### src/rtl/memoredf_pkg.sv
// Shared constants and helpers for the MemorEDF scheduler policies.
// Default queue geometry and the queue-index width helper live here.
package memoredf_pkg;

  localparam int DEFAULT_NUMBER_OF_QUEUES = 4;
  localparam int DEFAULT_REGISTER_SIZE    = 32;

  // Width of a queue index; never narrower than one bit.
  function automatic int index_width(input int number_of_queues);
    return (number_of_queues > 2) ? $clog2(number_of_queues) : 1;
  endfunction

endpackage

### src/rtl/fp_max_node.sv
// One comparison node of the fixed-priority selection tree.
// Forwards the winning (valid, priority, index) triple; left wins ties.
module fp_max_node #(
  parameter int REGISTER_SIZE = 32,
  parameter int INDEX_WIDTH   = 2
) (
  input  logic                     left_valid,
  input  logic [REGISTER_SIZE-1:0] left_priority,
  input  logic [INDEX_WIDTH-1:0]   left_index,
  input  logic                     right_valid,
  input  logic [REGISTER_SIZE-1:0] right_priority,
  input  logic [INDEX_WIDTH-1:0]   right_index,
  output logic                     win_valid,
  output logic [REGISTER_SIZE-1:0] win_priority,
  output logic [INDEX_WIDTH-1:0]   win_index
);

  logic take_right;

  // Right only wins when strictly higher, so equal priorities keep the lower index.
  assign take_right   = right_valid && (!left_valid || (right_priority > left_priority));
  assign win_valid    = left_valid | right_valid;
  assign win_priority = take_right ? right_priority : left_priority;
  assign win_index    = take_right ? right_index    : left_index;

endmodule

### src/rtl/fp.sv
// Fixed-priority queue selector: combinational index of the highest-priority free queue.
// Leaves are padded to a power of two with invalid entries so any queue count works.
module fp
  import memoredf_pkg::*;
#(
  parameter int NUMBER_OF_QUEUES = DEFAULT_NUMBER_OF_QUEUES,
  parameter int REGISTER_SIZE    = DEFAULT_REGISTER_SIZE,
  localparam int INDEX_WIDTH     = index_width(NUMBER_OF_QUEUES)
) (
  input  logic                                              clock,
  input  logic                                              reset,
  input  logic [NUMBER_OF_QUEUES-1:0][REGISTER_SIZE-1:0]    priorities,
  input  logic [NUMBER_OF_QUEUES-1:0]                       free,
  output logic [INDEX_WIDTH-1:0]                            selection
);

  localparam int LEAVES = 2 ** INDEX_WIDTH;

  // Heap layout: node n has children 2n and 2n+1; leaves sit at LEAVES..2*LEAVES-1.
  logic [2*LEAVES-1:2]                    node_valid;
  logic [2*LEAVES-1:2][REGISTER_SIZE-1:0] node_priority;
  logic [2*LEAVES-1:2][INDEX_WIDTH-1:0]   node_index;

  logic                     root_valid;
  logic [REGISTER_SIZE-1:0] unused_root_priority;
  logic [INDEX_WIDTH-1:0]   root_index;

  // Clock and reset exist only for interface uniformity; the selector is stateless.
  logic unused_timing;
  assign unused_timing = clock ^ reset;

  for (genvar i = 0; i < LEAVES; i++) begin : g_leaf
    if (i < NUMBER_OF_QUEUES) begin : g_real
      assign node_valid[LEAVES+i]    = free[i];
      assign node_priority[LEAVES+i] = priorities[i];
    end else begin : g_pad
      assign node_valid[LEAVES+i]    = 1'b0;
      assign node_priority[LEAVES+i] = '0;
    end
    assign node_index[LEAVES+i] = INDEX_WIDTH'(i);
  end

  for (genvar n = 1; n < LEAVES; n++) begin : g_node
    if (n == 1) begin : g_root
      fp_max_node #(.REGISTER_SIZE(REGISTER_SIZE), .INDEX_WIDTH(INDEX_WIDTH)) u_node (
        .left_valid     (node_valid[2]),
        .left_priority  (node_priority[2]),
        .left_index     (node_index[2]),
        .right_valid    (node_valid[3]),
        .right_priority (node_priority[3]),
        .right_index    (node_index[3]),
        .win_valid      (root_valid),
        .win_priority   (unused_root_priority),
        .win_index      (root_index)
      );
    end else begin : g_inner
      fp_max_node #(.REGISTER_SIZE(REGISTER_SIZE), .INDEX_WIDTH(INDEX_WIDTH)) u_node (
        .left_valid     (node_valid[2*n]),
        .left_priority  (node_priority[2*n]),
        .left_index     (node_index[2*n]),
        .right_valid    (node_valid[2*n+1]),
        .right_priority (node_priority[2*n+1]),
        .right_index    (node_index[2*n+1]),
        .win_valid      (node_valid[n]),
        .win_priority   (node_priority[n]),
        .win_index      (node_index[n])
      );
    end
  end

  assign selection = root_valid ? root_index : '0;

endmodule

### config.mk
export PLATFORM = sky130hd
export DESIGN_NAME = fp
export DESIGN_NICKNAME = d
export VERILOG_FILES = /design/src/rtl/memoredf_pkg.sv /design/src/rtl/fp_max_node.sv /design/src/rtl/fp.sv
export SDC_FILE = /design/constraint.sdc
export NUM_CORES = 1
export LEC_CHECK = 0
export BUFFER_PORTS_ARGS = -buffer_cell sky130_fd_sc_hd__buf_2
export CAP_MARGIN = 20
export CORE_UTILIZATION = 54
export DETAILED_ROUTE_END_ITERATION = 7
export PLACE_DENSITY_LB_ADDON = 0.15
export RECOVER_POWER = 100
export SLEW_MARGIN = 25
export SYNTH_ARGS = -nofsm -noshare
export SYNTH_HDL_FRONTEND = slang
export SYNTH_HIERARCHICAL = 1
export SYNTH_SLANG_ARGS = --single-unit
export TNS_END_PERCENT = 5
### constraint.sdc
create_clock -name vclk -period 7.85
set_clock_uncertainty 0.2 [all_clocks]
set_input_delay 0.785 -clock vclk [all_inputs]
set_output_delay 0.785 -clock vclk [all_outputs]
set_load 0.01 [all_outputs]
### Word level (Yosys, flattened, before mapping)

Index checks and enable logic that the tools add are counted.

| word-level totals | value |
|---|---|
| bits in registers | 0 |
| input port bits | 134 |
| output and inout bits | 2 |
| word-level logic and storage cells | 21 |

| operators by class | value |
|---|---|
| order comparisons | 3 |
| muxes and demuxes | 6 |
| bitwise operators | 3 |
| reduce and logical (&&, ||, !) cells | 9 |

Operator list:

| cell | count |
|---|---|
| $gt 32x32->1 | 3 |
| $mux 32 | 2 |
| $mux 2 | 2 |
| $logic_and 1x1->1 | 3 |
| $logic_not 1->1 | 3 |
| $logic_or 1x1->1 | 3 |
| $or 1x1->1 | 3 |
| $mux 1 | 2 |

### Depth between registers and ports, before layout

Gate-level depths: netlist of the first run.

| logic depth | value |
|---|---|
| word-level depth | 9 |
| depth in mapped cells | 23 |
| mapped depth without buffers | 17 |

### Hierarchy

Netlist of the first run, hierarchy kept.

Modules (own cells, without submodules):

| module | instances | cells each | area each (um2) | sequential area each (um2) |
|---|---|---|---|---|
| fp_max_node | 3 | 359 | 2,262.2 | 0.0 |
| fp | 1 | 4 | 20.0 | 0.0 |

### Worst setup path before layout of the first run

No wires, ideal clock.

| path | value |
|---|---|
| path type | input-to-output |
| start point | input port priorities[90] (netlist bit) |
| end point | output port selection[0] |
| arrival | 5.055 ns |
| data required time | 6.865 ns |
| slack | 1.810 ns |
| cell stages on the path | 22 |
| buffers on the path | 7 |
| cells stage by stage | inv_1 ha_1 nand4_1 or4_1 buf_2 o31a_1 buf_6 buf_6 buf_6 a32oi_1 nand3_1 ha_1 nand4_1 or4_1 buf_2 o31a_1 buf_6 buf_6 and3_1 a32oi_1 nand3_1 and2_1 |

RTL lines:

| item | line | source |
|---|---|---|
| start, declared | fp.sv:12 | `input logic [NUMBER_OF_QUEUES-1:0][REGISTER_SIZE-1:0] priorities,` |
| end, declared | fp.sv:14 | `output logic [INDEX_WIDTH-1:0] selection` |

==> results of run 1 <==
-- metrics by stage --
step           setup WS, ns  hold slack, ns
2_1_floorplan          1.90            1.71
3_3_place_gp           1.12            1.97
3_5_place_dp           1.01            1.97
4_1_cts               0.998            1.97
5_1_grt               0.504            2.01
6_report              0.866            1.97
-- final timing paths --
| check | cells after the start | to | slack (ns) |
|---|---|---|---|
| worst min-delay path | 5 | selection[0] | 1.97 |
| worst max-delay path | 18 | selection[0] | 0.87 |
-- per-layer routing --
metal  wire length (um)  track usage [%]
met1               7470             40.4
met2               7500             50.7
met3                785            0.269
met4                274             5.85
met5                  0                0
-- placed cells by master (no fill, tap or decap), drive strengths merged, types with 6 or more instances in the layout --
master / count
a32oi: 70
inv: 99
a31oi: 62
o21ai: 15
a21oi: 36
and4: 9
ha: 96
or4: 6
and3: 68
nand3: 149
nor2: 68
a2bb2oi: 8
nor2b: 6
buf: 148
conb: 20
nand4: 12
nand2: 35
-- tightest hold or removal path, delay by kind of cell --
| family | cells | cell delay, ns |
|---|---|---|
| buffers and inverters | 2 | 0.23 |
| and+or+nand+nor | 3 | 0.36 |
-- layout make-up --
class / count / area, sq um
Inverter: 99 / 372
Tap cell: 133 / 166
Multi-Input combinational cell: 703 / 4800
Fill cell: 1001 / 3740
Timing Repair Buffer: 148 / 788
-- power by group through the flow --
stage | clock network [mW] | logic [mW] | registers [mW]
after floorplan | 0 | 0.379 | 0
after global placement | 0 | 0.497 | 0
after detailed placement | 0 | 0.505 | 0
after CTS | 0 | 0.508 | 0
after global routing | 0 | 0.582 | 0
final | 0 | 0.514 | 0
==> results by group, run 1 <==
Status
  – Status: finished, final reports clean

Finish
  – Fraction of layout cells with a size suffix above 1: between 10% and 20%
  – Core Util, Final: between 60% and 70%
  – Antenna cells: 0
  – Number of clock-tree buffers in the layout: 0
  – Design area: just over 6000 sq um
  – Layout Nets: 1182
  – Layout Cells excl Fill: between 1000 and 1500
  – Reg area: 0 sq um
  – Num sequential: 0
  – Layout area overhead: 10.2%

Hold path
  – HP Class: in -> out
  – Hold Path Origin: free[1]

GRT
  – All-layer global routing usage: slightly below 30%
  – Vias in the first global route: 5630
  – GRT overflow: 0
  – Pin count of the biggest net entering global routing: 66
  – First-pass GRT wire length: between 20 and 30 mm
  – Initial antenna violation count: 0

Yosys
  – Syn Area/Cell: 6.41 sq um
  – Synthesized area: between 5000 and 6000 sq um
  – Syn Inst Count: approximately 870
  – Yosys warns: 6

Pwr
  – Sw Share: 60.0%
  – Max IR drop VDD: roughly 0.05 mV
  – Combinational Power Share: between 90% and 100%
  – Switch Pwr: just over 300 uW
  – Pwr dens: ~84 nW/um^2
  – Tot Pwr: slightly above 500 uW
  – Pint: slightly above 200 uW
  – Clk pwr share: 0%
  – LEAKAGE: between 3 and 4 nW
  – Seq pwr share: 0%

Worst setup path
  – Delay-heaviest family, CP: compound AO/OA/AOI/OAI gates
  – CP bufs+invs: 3
  – Crit path max fanout: between 50 and 60
  – Delay of the slowest cell on the worst path: 0.92 ns
  – Worst setup SP type: input port
  – CP Launch Point: priorities[93]
  – Slowest cell on crit path: a21o_2
  – Worst path cell trace: buf_2 -> inv_1 -> ha_1 -> a211oi_1 -> o21ai_0 -> a2111oi_0 -> a21o_2 -> a31oi_1 -> nand3_1 -> ha_1 -> a211oi_1 -> o21ai_0 -> a2111oi_0 -> a21oi_2 -> a32oi_1 -> nand3_1 -> and2_1 -> buf_2
  – CP required: 6.86 ns
  – Crit. End Element: primary output
  – WP data arrival: ~6.0 ns
  – Critical Setup Path Class: in -> out

Floorplan
  – Die X: just over 100 um
  – Core region area: around 9900 sq um
  – Initial Utilization: 56.4%
  – Cell row count: 36
  – I/O pin count: ~140
  – Die height: slightly above 100 um
  – Die area: 10700 sq um

Routing
  – Routed WL per cell: roughly 15 um
  – Vias per cell: between 6 and 7
  – Vias: 6631
  – Pre-antenna DRT Iters: 5
  – Final wirelength: roughly 16 mm
  – Starting DRT DRC Count: 350
  – Number of remaining DRC errors: 0
  – ANT nets after route: 0

Flow run
  – Max_cap viols: 0

Clock network
  – Hold_buf cts: 0
  – Post-CTS Resized: 0
  – Postcts setup bufs: 0

Place
  – Routability cong.: ~0.84
  – Inst Count DP: roughly 1100
  – Placed cell areas: 6120 sq um
  – Post-DP HPWL: about 12 mm
  – I/O Buffers: approximately 130

STA
  – Unrepaired setup endpoints after global routing: no
  – Achievable clock frequency: 0.143 GHz
  – Fin crit share: between 80% and 90%
  – Hold Vio Cnt, Final: 0
  – Worst slew pin tran: about 1.1 ns
  – Setup Viol. Count Final: 0
  – Fin Setup TNS: 0 ns
  – Relative slew slack: between 20% and 30%
  – Slew Viols, Final: 0
  – Post-layout minimum cycle time: ~7 ns
No activity file was read; power rests on OpenSTA's default activity.
==> run 2, diff against run 1 <==
BUFFER_PORTS_ARGS = not set   (was -buffer_cell sky130_fd_sc_hd__buf_2)
DONT_BUFFER_PORTS = 1   (was not set)
==> run 2 against run 1 <==
Compared with the run above: worst setup slack gained 0.13 ns; non-clock buffer count shrank 133; flip-flop and latch count is the same; via count shrank 2.9%; critical path type unchanged; critical endpoint is now selection[1].
==> results by group, run 2 (same netlist as run 1, synthesis figures left out) <==
STA
  – Achievable clock frequency: around 0.15 GHz
  – Worst slew pin tran: ~1.3 ns
  – Fin Setup TNS: 0 ns
  – Relative slew slack: between 10% and 20%
  – Fin crit share: slightly below 90%
  – Post-layout minimum cycle time: about 6.9 ns
  – Unrepaired setup endpoints after global routing: no
  – Setup ws final: 0.994 ns
  – Hold Vio Cnt, Final: 0
  – Hold slack: ~1.8 ns
  – Slew Viols, Final: 0
  – Setup Viol. Count Final: 0

Finish
  – Num sequential: 0
  – Commonest non-fill, non-tap cell in the layout: nand3_1
  – Layout Nets: ~1000
  – Number of clock-tree buffers in the layout: 0
  – Fillers: 1009
  – Antenna cells: 0
  – Fraction of layout cells with a size suffix above 1: 4.04%
  – Core Util, Final: ~55%
  – Commonest non-fill, non-tap cells in the layout: nand3_1 (149), inv_1 (99), ha_1 (96)
  – Design area: approximately 5400 sq um
  – Reg area: 0 sq um
  – Layout area overhead: -2.00%

Status
  – Status: finished, final reports clean

Worst setup path
  – Critical Setup Path Class: in -> out
  – CP bufs+invs: 3
  – Slowest cell on crit path: o31a_1
  – CP required: between 6 and 7 ns
  – WP data arrival: a little under 6 ns
  – Crit. End Element: primary output
  – CP Launch Point: priorities[26]
  – Crit path max fanout: 59
  – Worst path cell trace: inv_1 -> ha_1 -> nand4_1 -> or4_1 -> o31a_1 -> buf_4 -> and3_1 -> a32oi_1 -> nand3_1 -> inv_1 -> ha_1 -> nand4_1 -> or4_1 -> o31a_1 -> and3_1 -> a32oi_1 -> nand3_1 -> and2_1
  – Worst setup SP type: input port
  – Delay-heaviest family, CP: simple AND/OR/NAND/NOR gates
  – Delay of the slowest cell on the worst path: 1.03 ns

Place
  – Routability cong.: just over 0.9
  – Post-placement setup slack: about 1.3 ns
  – I/O Buffers: 0
  – Placed cell areas: about 5400 sq um
  – Post-DP HPWL: roughly 13 mm

Routing
  – Pre-antenna DRT Iters: 5
  – Number of remaining DRC errors: 0
  – Final wirelength: 17.4 mm
  – Highest Signal Layer: met4
  – ANT nets after route: 0
  – Vias: about 6400
  – Starting DRT DRC Count: approximately 340
  – DR WL met2: ~8 mm
  – Routed WL per cell: around 18 um
  – WL met1: 7.12 mm
  – Met3 wire length: around 1.4 mm
  – Vias per cell: about 6.8

Hold path
  – Hold Path Origin: free[3]
  – WHS Endpoint: selection[1]
  – WHS Path Cells: 3
  – HP Class: in -> out

GRT
  – Pin count of the biggest net entering global routing: 61
  – GRT overflow: 0
  – First-pass GRT wire length: about 26 mm
  – Initial antenna violation count: 0
  – All-layer global routing usage: 30.3%
  – Vias in the first global route: between 5000 and 6000

Clock network
  – Postcts setup bufs: 0
  – Hold_buf cts: 0
  – Post-CTS Resized: 0

Floorplan
  – Die X: around 100 um
  – Die area: between 10000 and 15000 sq um
  – Core region area: roughly 10000 sq um
  – Initial Utilization: approximately 56%
  – Die height: between 100 and 150 um
  – Cell row count: 36
  – I/O pin count: 136

Flow run
  – Max_cap viols: 0

Pwr
  – Pwr dens: about 87 nW/um^2
  – LEAKAGE: between 2 and 3 nW
  – Max IR drop VDD: about 0.041 mV
[run 2: changes by cell type in the layout (fill, tap and decap cells not counted), moves of 2 or more]
cell / previous run / this run
a2111oi_0: 2 / 0
buf_2: 134 / 0
buf_4: 13 / 15
a2111oi_1: 1 / 3
[run 2: where the power goes]
group          switching, mW  internal, mW  total (mW)
Combinational          0.291         0.182       0.472
Sequential                 0             0           0
Clock                      0             0           0
[run 2: worst max path at each step]
stage	cells past startpoint	slack, ns	end
after floorplan	22	1.90	selection[0]
after global placement	18	1.40	selection[0]
after detailed placement	17	1.26	selection[1]
after global routing	18	0.50	selection[1]
after CTS	17	1.24	selection[1]
final	18	0.99	selection[1]
[run 2: cell type report]
type	instances	area, sq um	share of cell area [%]
inverters	99	372	6.82
multi-input cells	703	4800	88.1
well taps	133	166	3.05
repair buffers	15	113	2.07
[run 2: layer usage]
metal	vias up	track usage, %
li1	3155	-
met1	2972	38.1
met2	267	52.0
met3	48	3.97
met4	0	12.6
met5	-	0
[run 2: stage by stage]
step	std cells	power, mW
finish	950	0.472
global route	950	0.532
CTS	950	0.466
detailed placement	950	0.463
global placement	950	0.441
floorplan	885	0.379
[run 2: worst min-delay path: stages]
cell	delay (ns)
or2_2	0.11
or2_2	0.11
and2_1	0.18
==> run 3, diff against run 2 <==
CELL_PAD_IN_SITES_DETAIL_PLACEMENT = 0   (was not set)
CELL_PAD_IN_SITES_GLOBAL_PLACEMENT = 2   (was not set)
CORE_UTILIZATION = 36   (was 54)
==> run 3 against run 2 <==
Compared with the run above: power rose by 1.1%; critical path depth fell by 1; wire length up 8.9%; global-route usage down 7.8 points; fmax about the same; die area is 49% higher; design area rose by 1.7%; critical path type unchanged; flip-flop and latch count did not move.
==> results by group, run 3 (same netlist as run 1, synthesis figures left out) <==
Status
  – Status: finished, final reports clean

Worst setup path
  – Crit path max fanout: 52
  – CP Launch Point: priorities[93]
  – Crit. End Element: primary output
  – WP data arrival: 5.87 ns
  – CP required: between 6 and 7 ns
  – Worst setup SP type: input port
  – Critical Setup Path Class: in -> out

Pwr
  – Clk pwr share: 0%
  – Pint: 182 uW
  – Seq pwr share: 0%
  – LEAKAGE: approximately 2.8 nW
  – Pwr dens: about 86 nW/um^2
  – Sw Share: 61.8%
  – Combinational Power Share: 100.0%
  – Switch Pwr: about 300 uW
  – Max IR drop VDD: 0.0432 mV

Routing
  – Pre-antenna DRT Iters: 5
  – Vias: roughly 6300
  – Vias per cell: about 6.3
  – ANT nets after route: 0
  – Final wirelength: about 19 mm
  – Number of remaining DRC errors: 0
  – Starting DRT DRC Count: roughly 450
  – Routed WL per cell: roughly 19 um

GRT
  – All-layer global routing usage: between 20% and 30%
  – Pin count of the biggest net entering global routing: 60
  – GRT overflow: 0
  – First-pass GRT wire length: just under 30 mm
  – Vias in the first global route: around 5900
  – Initial antenna violation count: 0

Clock network
  – Postcts setup bufs: 0
  – Post-CTS Resized: 0
  – Hold_buf cts: 0

Hold path
  – Hold Path Origin: free[1]
  – HP Class: in -> out
  – WHS Path Cells: 3

Finish
  – Core Util, Final: 36.6%
  – Number of clock-tree buffers in the layout: 0
  – Layout Nets: about 1000
  – Fillers: 1611
  – Num sequential: 0
  – Layout area overhead: -0.315%
  – Reg area: 0 sq um
  – Footprint of the multi-input gates: approximately 4800 sq um
  – Antenna cells: 0
  – Commonest non-fill, non-tap cells in the layout: nand3_1 (149), inv_1 (99), ha_1 (96)
  – Commonest non-fill, non-tap cell in the layout: nand3_1
  – Fraction of layout cells with a size suffix above 1: approximately 4.3%

Floorplan
  – Die area: ~16000 sq um
  – Die X: 126 um
  – Initial Utilization: 36.7%
  – Cell row count: 45
  – I/O pin count: approximately 140
  – Core region area: about 15000 sq um
  – Die height: around 130 um

STA
  – Slew Viols, Final: 0
  – Achievable clock frequency: approximately 0.15 GHz
  – Hold Vio Cnt, Final: 0
  – Post-layout minimum cycle time: 6.85 ns
  – Worst slew pin tran: 0.971 ns
  – Fin Setup TNS: 0 ns
  – Unrepaired setup endpoints after global routing: no
  – Hold slack: around 1.8 ns
  – Setup Viol. Count Final: 0
  – Relative slew slack: approximately a third
  – Fin crit share: about 87%

Place
  – I/O Buffers: 0
  – Post-DP HPWL: between 10 and 15 mm
  – Routability cong.: between 0.7 and 0.8

Flow run
  – Max_cap viols: 0
==> run 3: cell counts in the layout (fill, tap and decap cells not counted) <==
No cell type changed its count.
==> run 3: power groups by stage <==
stage | Sequential [mW] | Clock, mW | Combinational (mW)
floorplan | 0 | 0 | 0.379
global placement | 0 | 0 | 0.462
detailed placement | 0 | 0 | 0.476
CTS | 0 | 0 | 0.478
global route | 0 | 0 | 0.544
finish | 0 | 0 | 0.477
==> run 3: metrics by stage <==
stage | power (mW) | std cells | setup WS (ns) | cell area [sq um]
after global placement | 0.462 | 1005 | 1.31 | 5530
after CTS | 0.478 | 1005 | 1.14 | 5530
final | 0.477 | 1005 | 0.999 | 5540
after global routing | 0.544 | 1005 | 0.553 | 5540
after detailed placement | 0.476 | 1005 | 1.15 | 5530
after floorplan | 0.379 | 885 | 1.90 | 5630
==> run 3: layout make-up <==
class | instances | area share (%)
Tap cell | 188 | 4.24
Multi-Input combinational cell | 703 | 86.8
Inverter | 99 | 6.71
Timing Repair Buffer | 15 | 2.26
==> run 3: final timing paths <==
path	end	slack, ns
hold / removal	selection[0]	1.78
setup / recovery	selection[0]	1.0
==> run 3: routing by layer <==
metal / up-vias / track usage [%] / part of all wire, %
met5: - / 0 / 0
met4: 0 / 1.42 / 0.65
met3: 6 / 4.59 / 8.0
met2: 196 / 41.1 / 48
met1: 2958 / 28.1 / 43
li1: 3158 / - / -
==> run 3: worst max-delay path: stages <==
cell	delay, ns
inv_1	0.03
ha_1	0.34
a211oi_1	0.22
o21ai_0	0.20
a2111oi_0	0.77
a21o_2	0.90
buf_4	0.34
nand3_1	0.09
nand3_1	0.14
ha_1	0.15
nand4_1	0.14
or4_1	0.68
o31a_1	0.39
and3_1	0.19
a32oi_1	0.17
nand3_1	0.10
and2_1	0.21
